<file path="src/rtl/mips_pkg.sv">
// Shared definitions for the multi-cycle MIPS control path.
package mips_pkg;

  localparam int unsigned OP_W     = 6;
  localparam int unsigned STATE_W  = 4;
  localparam int unsigned CLASS_W  = 3;
  localparam int unsigned SEL_W    = 2;

  // Primary opcodes (IR[31:26])
  localparam logic [OP_W-1:0] OP_RTYPE = 6'b000000;
  localparam logic [OP_W-1:0] OP_J     = 6'b000010;
  localparam logic [OP_W-1:0] OP_BEQ   = 6'b000100;
  localparam logic [OP_W-1:0] OP_BNE   = 6'b000101;
  localparam logic [OP_W-1:0] OP_ADDI  = 6'b001000;
  localparam logic [OP_W-1:0] OP_SLTI  = 6'b001010;
  localparam logic [OP_W-1:0] OP_ANDI  = 6'b001100;
  localparam logic [OP_W-1:0] OP_ORI   = 6'b001101;
  localparam logic [OP_W-1:0] OP_XORI  = 6'b001110;
  localparam logic [OP_W-1:0] OP_LW    = 6'b100011;
  localparam logic [OP_W-1:0] OP_SW    = 6'b101011;

  // Controller states
  typedef enum logic [STATE_W-1:0] {
    ST_FETCH  = 4'd0,
    ST_DECODE = 4'd1,
    ST_MEMADR = 4'd2,
    ST_MEMRD  = 4'd3,
    ST_MEMWB  = 4'd4,
    ST_MEMWR  = 4'd5,
    ST_EXEC_R = 4'd6,
    ST_EXEC_I = 4'd7,
    ST_ALUWB  = 4'd8,
    ST_BRANCH = 4'd9,
    ST_JUMP   = 4'd10,
    ST_TRAP   = 4'd11
  } state_e;

  // Instruction classes produced by the opcode decoder
  typedef enum logic [CLASS_W-1:0] {
    CLS_RTYPE = 3'd0,
    CLS_IMM   = 3'd1,
    CLS_LOAD  = 3'd2,
    CLS_STORE = 3'd3,
    CLS_BEQ   = 3'd4,
    CLS_BNE   = 3'd5,
    CLS_JUMP  = 3'd6,
    CLS_NONE  = 3'd7
  } op_class_e;

  // ALU B-operand select
  localparam logic [SEL_W-1:0] SRCB_B       = 2'b00;
  localparam logic [SEL_W-1:0] SRCB_FOUR    = 2'b01;
  localparam logic [SEL_W-1:0] SRCB_IMM     = 2'b10;
  localparam logic [SEL_W-1:0] SRCB_IMM_SH2 = 2'b11;

  // ALU operation class
  localparam logic [SEL_W-1:0] ALUOP_ADD   = 2'b00;
  localparam logic [SEL_W-1:0] ALUOP_SUB   = 2'b01;
  localparam logic [SEL_W-1:0] ALUOP_FUNCT = 2'b10;
  localparam logic [SEL_W-1:0] ALUOP_IMM   = 2'b11;

  // Next-PC source
  localparam logic [SEL_W-1:0] PCSRC_ALU    = 2'b00;
  localparam logic [SEL_W-1:0] PCSRC_ALUOUT = 2'b01;
  localparam logic [SEL_W-1:0] PCSRC_JUMP   = 2'b10;

  // Datapath control bundle
  typedef struct packed {
    logic             pc_en;
    logic             iord;
    logic             mem_read;
    logic             mem_write;
    logic             ir_write;
    logic             reg_dst;
    logic             mem_to_reg;
    logic             reg_write;
    logic             alu_src_a;
    logic [SEL_W-1:0] alu_src_b;
    logic [SEL_W-1:0] alu_op;
    logic [SEL_W-1:0] pc_source;
    logic             instr_done;
  } ctrl_t;

endpackage

</file>
<file path="src/rtl/mc_opcode_class.sv">
// Combinational opcode -> instruction class / legality decode.
module mc_opcode_class
  import mips_pkg::*;
(
  input  logic [OP_W-1:0] i_opcode,
  output op_class_e       o_class,
  output logic            o_legal
);

  // Map each supported opcode onto its class; everything else is illegal
  always_comb begin
    o_class = CLS_NONE;
    o_legal = 1'b1;
    case (i_opcode)
      OP_RTYPE: o_class = CLS_RTYPE;
      OP_ADDI,
      OP_SLTI,
      OP_ANDI,
      OP_ORI,
      OP_XORI:  o_class = CLS_IMM;
      OP_LW:    o_class = CLS_LOAD;
      OP_SW:    o_class = CLS_STORE;
      OP_BEQ:   o_class = CLS_BEQ;
      OP_BNE:   o_class = CLS_BNE;
      OP_J:     o_class = CLS_JUMP;
      default: begin
        o_class = CLS_NONE;
        o_legal = 1'b0;
      end
    endcase
  end

endmodule

</file>
<file path="src/rtl/mc_control_fsm.sv">
// Multi-cycle MIPS control unit: Moore sequencer for the shared datapath.
module mc_control_fsm
  import mips_pkg::*;
#(
  parameter bit MEM_WAIT_EN = 1'b1
) (
  input  logic            clk,
  input  logic            rst_n,
  input  logic [OP_W-1:0] OpCode,
  input  logic            Zero,
  input  logic            MemReady,
  output logic            PCEn,
  output logic            IorD,
  output logic            MemRead,
  output logic            MemWrite,
  output logic            IRWrite,
  output logic            RegDst,
  output logic            MemtoReg,
  output logic            RegWrite,
  output logic            ALUSrcA,
  output logic [SEL_W-1:0] ALUSrcB,
  output logic [SEL_W-1:0] ALUOp,
  output logic [SEL_W-1:0] PCSource,
  output logic            InstrDone,
  output logic            IllegalOp
);

  state_e    r_state;
  logic      r_bne;
  logic      r_rtype;
  logic      r_illegal;
  op_class_e w_class;
  logic      w_legal;
  logic      w_mem_rdy;
  ctrl_t     w_ctrl;

  mc_opcode_class u_opcode_class (
    .i_opcode (OpCode),
    .o_class  (w_class),
    .o_legal  (w_legal)
  );

  // Memory handshake can be strapped off for zero-wait memories
  assign w_mem_rdy = MEM_WAIT_EN ? MemReady : 1'b1;

  // State sequencing plus the flags captured during DECODE
  always_ff @(posedge clk or negedge rst_n) begin
    if (!rst_n) begin
      r_state   <= ST_FETCH;
      r_bne     <= 1'b0;
      r_rtype   <= 1'b0;
      r_illegal <= 1'b0;
    end else begin
      case (r_state)
        ST_FETCH: begin
          if (w_mem_rdy) r_state <= ST_DECODE;
        end
        ST_DECODE: begin
          r_bne   <= (w_class == CLS_BNE);
          r_rtype <= (w_class == CLS_RTYPE);
          if (!w_legal) begin
            r_state   <= ST_TRAP;
            r_illegal <= 1'b1;
          end else begin
            case (w_class)
              CLS_LOAD,
              CLS_STORE: r_state <= ST_MEMADR;
              CLS_RTYPE: r_state <= ST_EXEC_R;
              CLS_IMM:   r_state <= ST_EXEC_I;
              CLS_BEQ,
              CLS_BNE:   r_state <= ST_BRANCH;
              CLS_JUMP:  r_state <= ST_JUMP;
              default: begin
                r_state   <= ST_TRAP;
                r_illegal <= 1'b1;
              end
            endcase
          end
        end
        ST_MEMADR: begin
          // OpCode is held stable by the IR for the whole instruction
          r_state <= (w_class == CLS_STORE) ? ST_MEMWR : ST_MEMRD;
        end
        ST_MEMRD: begin
          if (w_mem_rdy) r_state <= ST_MEMWB;
        end
        ST_MEMWB:  r_state <= ST_FETCH;
        ST_MEMWR: begin
          if (w_mem_rdy) r_state <= ST_FETCH;
        end
        ST_EXEC_R: r_state <= ST_ALUWB;
        ST_EXEC_I: r_state <= ST_ALUWB;
        ST_ALUWB:  r_state <= ST_FETCH;
        ST_BRANCH: r_state <= ST_FETCH;
        ST_JUMP:   r_state <= ST_FETCH;
        ST_TRAP:   r_state <= ST_TRAP;
        default:   r_state <= ST_FETCH;
      endcase
    end
  end

  // Control outputs decoded from the current state
  always_comb begin
    w_ctrl = '0;
    case (r_state)
      ST_FETCH: begin
        w_ctrl.mem_read  = 1'b1;
        w_ctrl.iord      = 1'b0;
        w_ctrl.alu_src_a = 1'b0;
        w_ctrl.alu_src_b = SRCB_FOUR;
        w_ctrl.alu_op    = ALUOP_ADD;
        w_ctrl.pc_source = PCSRC_ALU;
        w_ctrl.ir_write  = w_mem_rdy;
        w_ctrl.pc_en     = w_mem_rdy;
      end
      ST_DECODE: begin
        w_ctrl.alu_src_a = 1'b0;
        w_ctrl.alu_src_b = SRCB_IMM_SH2;
        w_ctrl.alu_op    = ALUOP_ADD;
      end
      ST_MEMADR: begin
        w_ctrl.alu_src_a = 1'b1;
        w_ctrl.alu_src_b = SRCB_IMM;
        w_ctrl.alu_op    = ALUOP_ADD;
      end
      ST_MEMRD: begin
        w_ctrl.mem_read = 1'b1;
        w_ctrl.iord     = 1'b1;
      end
      ST_MEMWB: begin
        w_ctrl.reg_write  = 1'b1;
        w_ctrl.mem_to_reg = 1'b1;
        w_ctrl.reg_dst    = 1'b0;
        w_ctrl.instr_done = 1'b1;
      end
      ST_MEMWR: begin
        // Write strobe held level for the entire wait
        w_ctrl.mem_write  = 1'b1;
        w_ctrl.iord       = 1'b1;
        w_ctrl.instr_done = w_mem_rdy;
      end
      ST_EXEC_R: begin
        w_ctrl.alu_src_a = 1'b1;
        w_ctrl.alu_src_b = SRCB_B;
        w_ctrl.alu_op    = ALUOP_FUNCT;
      end
      ST_EXEC_I: begin
        w_ctrl.alu_src_a = 1'b1;
        w_ctrl.alu_src_b = SRCB_IMM;
        w_ctrl.alu_op    = ALUOP_IMM;
      end
      ST_ALUWB: begin
        w_ctrl.reg_write  = 1'b1;
        w_ctrl.mem_to_reg = 1'b0;
        w_ctrl.reg_dst    = r_rtype;
        w_ctrl.instr_done = 1'b1;
      end
      ST_BRANCH: begin
        w_ctrl.alu_src_a  = 1'b1;
        w_ctrl.alu_src_b  = SRCB_B;
        w_ctrl.alu_op     = ALUOP_SUB;
        w_ctrl.pc_source  = PCSRC_ALUOUT;
        w_ctrl.instr_done = 1'b1;
        w_ctrl.pc_en      = Zero ^ r_bne;
      end
      ST_JUMP: begin
        w_ctrl.pc_source  = PCSRC_JUMP;
        w_ctrl.pc_en      = 1'b1;
        w_ctrl.instr_done = 1'b1;
      end
      ST_TRAP: w_ctrl = '0;
      default: w_ctrl = '0;
    endcase
  end

  assign PCEn      = w_ctrl.pc_en;
  assign IorD      = w_ctrl.iord;
  assign MemRead   = w_ctrl.mem_read;
  assign MemWrite  = w_ctrl.mem_write;
  assign IRWrite   = w_ctrl.ir_write;
  assign RegDst    = w_ctrl.reg_dst;
  assign MemtoReg  = w_ctrl.mem_to_reg;
  assign RegWrite  = w_ctrl.reg_write;
  assign ALUSrcA   = w_ctrl.alu_src_a;
  assign ALUSrcB   = w_ctrl.alu_src_b;
  assign ALUOp     = w_ctrl.alu_op;
  assign PCSource  = w_ctrl.pc_source;
  assign InstrDone = w_ctrl.instr_done;
  assign IllegalOp = r_illegal;

endmodule

</file>
<file path="config.mk">
export PLATFORM = sky130hd
export DESIGN_NAME = mc_control_fsm
export DESIGN_NICKNAME = d
export VERILOG_FILES = /design/src/rtl/mips_pkg.sv /design/src/rtl/mc_opcode_class.sv /design/src/rtl/mc_control_fsm.sv
export SDC_FILE = /design/constraint.sdc
export NUM_CORES = 1
export LEC_CHECK = 0
export ABC_AREA = 1
export BUFFER_PORTS_ARGS = -buffer_cell sky130_fd_sc_hd__buf_2
export CORE_UTILIZATION = 48
export CTS_CLUSTER_DIAMETER = 200
export CTS_CLUSTER_SIZE = 24
export DETAILED_ROUTE_END_ITERATION = 12
export PLACE_DENSITY = 0.85
export SLEW_MARGIN = 20
export SYNTH_ARGS = -nofsm -noshare
export SYNTH_HDL_FRONTEND = slang
export SYNTH_HIERARCHICAL = 1
export SYNTH_SLANG_ARGS = --single-unit
</file>
<file path="constraint.sdc">
create_clock -name clk -period 1.2 [get_ports clk]
set_input_delay 0 -clock clk [delete_from_list [all_inputs] [get_ports clk]]
set_output_delay 0 -clock clk [all_outputs]
set_load 0.02 [all_outputs]
</file>
==> flow_summary.toml, run 1 <==
[logic_synthesis]
synthArstFlopShare_pct = 100
synth_fp_nets = 145
ys_types = 19
synth_cells = 135
synth-main-ff-cell = "dfrtp_1"
syn_area_um2 = 756
yosysTopAreaCell = "dfrtp_1"
syn_avg_cell_area_um2 = 5.60
ys.warnings.count = 6
yosys.area.top_type_share_pct = 23.2
synth_enable_flop_cells = 0
synth_most_common_cell = "nand2_1"
ys_seq_area_share_pct = 23.2
synth_area_leaders = "dfrtp_1 (23%), nand2_1 (19%), inv_1 (10%)"
synth_common_cells = "nand2_1 (39), inv_1 (21), nor2_1 (18)"
yosys_register_bits = 7

[place]
dp_slack_ns = -0.195
placed_cell_area_um2 = 943
dp_hpwl_mm = 1.60
port_buffers = 26
finalWeightedCongestion = 0.851

[floorplanning]
fp.dieW_um = 41.7
die-height_um = 41.7
rows = 13
initial_core_util_pct = 54.7
ioPinCount = 27

[clock_network]
cts_max_level = 1
clockRootBuffer = "clkbuf_4"
numCtsBuffers = 3
cts_buffer_depth = 2
cts.sinks = 7

[grt]
gr-total-overflow = 6
grt_start_max_net_pins = 10
grtUsageTotal_pct = 57.7

[timing]
crit_endpoint = "ALUSrcA"
endpoint_type = "primary output"

[outcome]
status = "did not finish"
lastStage = "global routing"
error_line = "[ERROR GRT-0232] Routing congestion too high. Check the congestion heatmap in the GUI."
## repair_timing
action / CTS
setup buffers: 10
hold buffers: 1
resized for setup: 46
endpoints found under the setup margin: 14
hold endpoints to repair: 7
pin swaps: 12
## kinds of logic after synthesis
family | share of synthesized area (%)
AO/OA/AOI/OAI | 9.11
buffers and inverters | 13.6
flip-flops | 23.2
AND/OR/NAND/NOR | 53.0
XOR/XNOR | 1.16
## metrics by stage
| stage | instances | util (%) | TNS (ns) |
|---|---|---|---|
| 4_1_cts | 195 | 86.5 | -0.757 |
| 3_5_place_dp | 180 | 68.2 | -0.737 |
| 3_3_place_gp | 180 | 68.2 | -0.452 |
| 2_1_floorplan | 135 | - | 0 |
## metal layers
metal	overflow	track usage, %
met1	0	57.5
met5	0	0
met3	0	27.8
met2	4	83.8
met4	2	60.0
==> run 2: changes to the inputs <==
--- a/config.mk
+++ b/config.mk
@@ -7,11 +7,10 @@
 export LEC_CHECK = 0
 export ABC_AREA = 1
 export BUFFER_PORTS_ARGS = -buffer_cell sky130_fd_sc_hd__buf_2
-export CORE_UTILIZATION = 48
-export CTS_CLUSTER_DIAMETER = 200
-export CTS_CLUSTER_SIZE = 24
+export CORE_AREA = 2 2 63 65
 export DETAILED_ROUTE_END_ITERATION = 12
-export PLACE_DENSITY = 0.85
+export DIE_AREA = 0 0 65 67
+export PLACE_DENSITY_LB_ADDON = 0.15
 export SLEW_MARGIN = 20
 export SYNTH_ARGS = -nofsm -noshare
 export SYNTH_HDL_FRONTEND = slang
==> flow_summary.toml, run 2 <==
[drt]
drc_errors = 0
routedWlPerCell_um = 10.0
antenna_left = 0
vias = 996
firstDrtPassIters = 4
vias_per_cell = 4.31
drt_iter0_drc = 30
drt_wl_total_mm = 2.31

[min_path]
min_path_type = "input pin to flip-flop"

[logic_synthesis]
syn_avg_cell_area_um2 = 5.60
yosys.area.top_type_share_pct = 23.2
yosys_register_bits = 7
ys.warnings.count = 6
synth_most_common_cell = "nand2_1"
synth-main-ff-cell = "dfrtp_1"
yosysTopAreaCell = "dfrtp_1"
ys_seq_area_share_pct = 23.2
syn_area_um2 = 756
synth_area_leaders = "dfrtp_1 (23%), nand2_1 (19%), inv_1 (10%)"
synth_enable_flop_cells = 0
ys_types = 19
synth_cells = 135
synthArstFlopShare_pct = 100
synth_fp_nets = 145
synth_common_cells = "nand2_1 (39), inv_1 (21), nor2_1 (18)"

[timing]
hold_viol_final = 0
drv_slew = 0
worstMarginPinSlew_ns = 0.326
slew_headroom_pct = 78.3
setup_viol = 16
fin_crit_ns = 1.34
skew_ns = 0.00286
fin_crit_sh_pct = 111
rsz0062_at_grt = "yes"
setup_ws_ns = -0.136
timing.fmax_mhz = 749

[worst_setup_path]
crit_start = "r_state[1]"
crit_end = "InstrDone"
timing.rr.end = "r_state[0]"
reg2regPathDepth = 8
cp_data_arrival_time_ns = 1.34
timing.rr.start = "r_state[1]"
worst-setup-path-type = "flip-flop to output port"
worst_ep_required_time_ns = 1.20
regToRegSetupSlack_ns = -0.07
cp-end-kind = "output port"
crit_path_max_fanout = 5
cp-start-kind = "flip-flop"

[clock_network]
cts_max_level = 1
clk_pin_slew_ns = 0.04
numCtsBuffers = 3
cts_tree = "done"
cts.sinks = 7
clk_latency_ns = 0.23
cts_buffer_depth = 2
clockRootBuffer = "clkbuf_8"

[layout]
nFillCells = 407
final_common_cell = "nand2_1"
drive_gt1_share_pct = 47.5
fin_area_mm2 = 0.00134
diodes = 0
area_growth_pct = 76.8
largest_reg_flops = 4
largest-register = "r_state"
fin_nets = 194
final_cell_mix = "nand2_1 (32), inv_1 (18), buf_6 (15), buf_4 (15), nor2_1 (14)"

[floorplanning]
core_area_mm2 = 0.00361
initial_core_util_pct = 21.0
ioPinCount = 27
rows = 22
fp.dieW_um = 65
die-height_um = 67
dieArea_mm2 = 0.00436

[pwr]
leakagePower_nw = 0.709
powerDensity_mw_per_mm2 = 2560
irDropWorstVdd_mv = 0.733
power_mw = 3.42

[grt]
met1_usage_pct = 11.5
grtUsageTotal_pct = 10.8
grt_pass1_vias = 899
global_route.peak_usage_layer = "met2"
antenna_found_initial = 0
use_met3_pct = 1.86
grt_util_met2_pct = 21.6
gr-total-overflow = 0
grt_pass1_wl_mm = 3.71
grt_start_max_net_pins = 10

[outcome]
status = "finished with violations"
violations = "negative setup slack"

[place]
placed_cell_area_mm2 = 0.00102
port_buffers = 26
finalWeightedCongestion = 0.791
dp_hpwl_mm = 1.78

[job]
cap_violations = 0
-- run 2: cell counts after synthesis --
No cell type changed its count.
-- run 2: what timing repair did --
action,CTS,global route
hold buffers,1,0
hold endpoints to repair,7,0
buffers inserted,2,6
pin swaps,6,5
setup endpoints to repair,15,19
gates resized for setup,31,28
-- run 2: layout make-up --
| cell class | instances | area [um^2] | share of cell area (%) |
|---|---|---|---|
| multi-input cells | 101 | 574 | 43.0 |
| repair buffers | 45 | 377 | 28.2 |
| flip-flops and latches | 7 | 179 | 13.4 |
| inverters | 26 | 101 | 7.58 |
| well taps | 48 | 60.1 | 4.49 |
| clock buffers | 4 | 45.0 | 3.37 |
-- run 2: routing by layer --
| metal | wire, um | up-vias |
|---|---|---|
| met4 | 15 | 0 |
| li1 | - | 516 |
| met3 | 91 | 2 |
| met5 | 0 | - |
| met1 | 915 | 456 |
| met2 | 1290 | 22 |
-- run 2: worst min-delay path by stage --
stage                  start    endpoint  depth (start not counted)
global placement       rst_n  r_state[3]                          1
detailed placement     rst_n   IllegalOp                          1
CTS                 MemReady  r_state[2]                          4
floorplan              rst_n   IllegalOp                          0
finish              MemReady  r_state[2]                          4
global route        MemReady  r_state[2]                          4
-- run 2: power by group --
part	switching, mW	internal [mW]	total (mW)
Combinational	1.44	1.17	2.62
Clock	0.0978	0.229	0.327
Sequential	0.138	0.336	0.474
-- run 2: through the flow --
stage                     TNS (ns)  setup WS, ns  util (%)  hold slack (ns)  cells
after floorplan                  0        0.0173         -           -0.296    135
after global placement      -0.536        -0.215      28.3           -0.161    218
after detailed placement    -0.580        -0.233      28.3           -0.156    218
after CTS                   -0.826        -0.110      33.0            0.117    225
after global routing         -2.22        -0.203      37.1            0.153    231
final                        -1.25        -0.136      37.1            0.123    231
-- run 2: kinds of logic (layout without fill, tap and decap cells) --
logic type | after synthesis | after routing | share of synthesized area, %
flip-flops | 7 | 7 | 23.2
XOR/XNOR | 1 | 1 | 1.16
buffers and inverters | 27 | 75 | 13.6
AND/OR/NAND/NOR | 87 | 87 | 53.0
AO/OA/AOI/OAI | 13 | 13 | 9.11
-- run 2: critical path: stages, from the launching register on --
cell and delay, ns:
dfrtp_2 0.46, nor2_4 0.15, inv_2 0.08, a21oi_4 0.16
nor3_2 0.07, nand2_1 0.08, buf_6 0.11
Power figures use the tool's default switching activity.
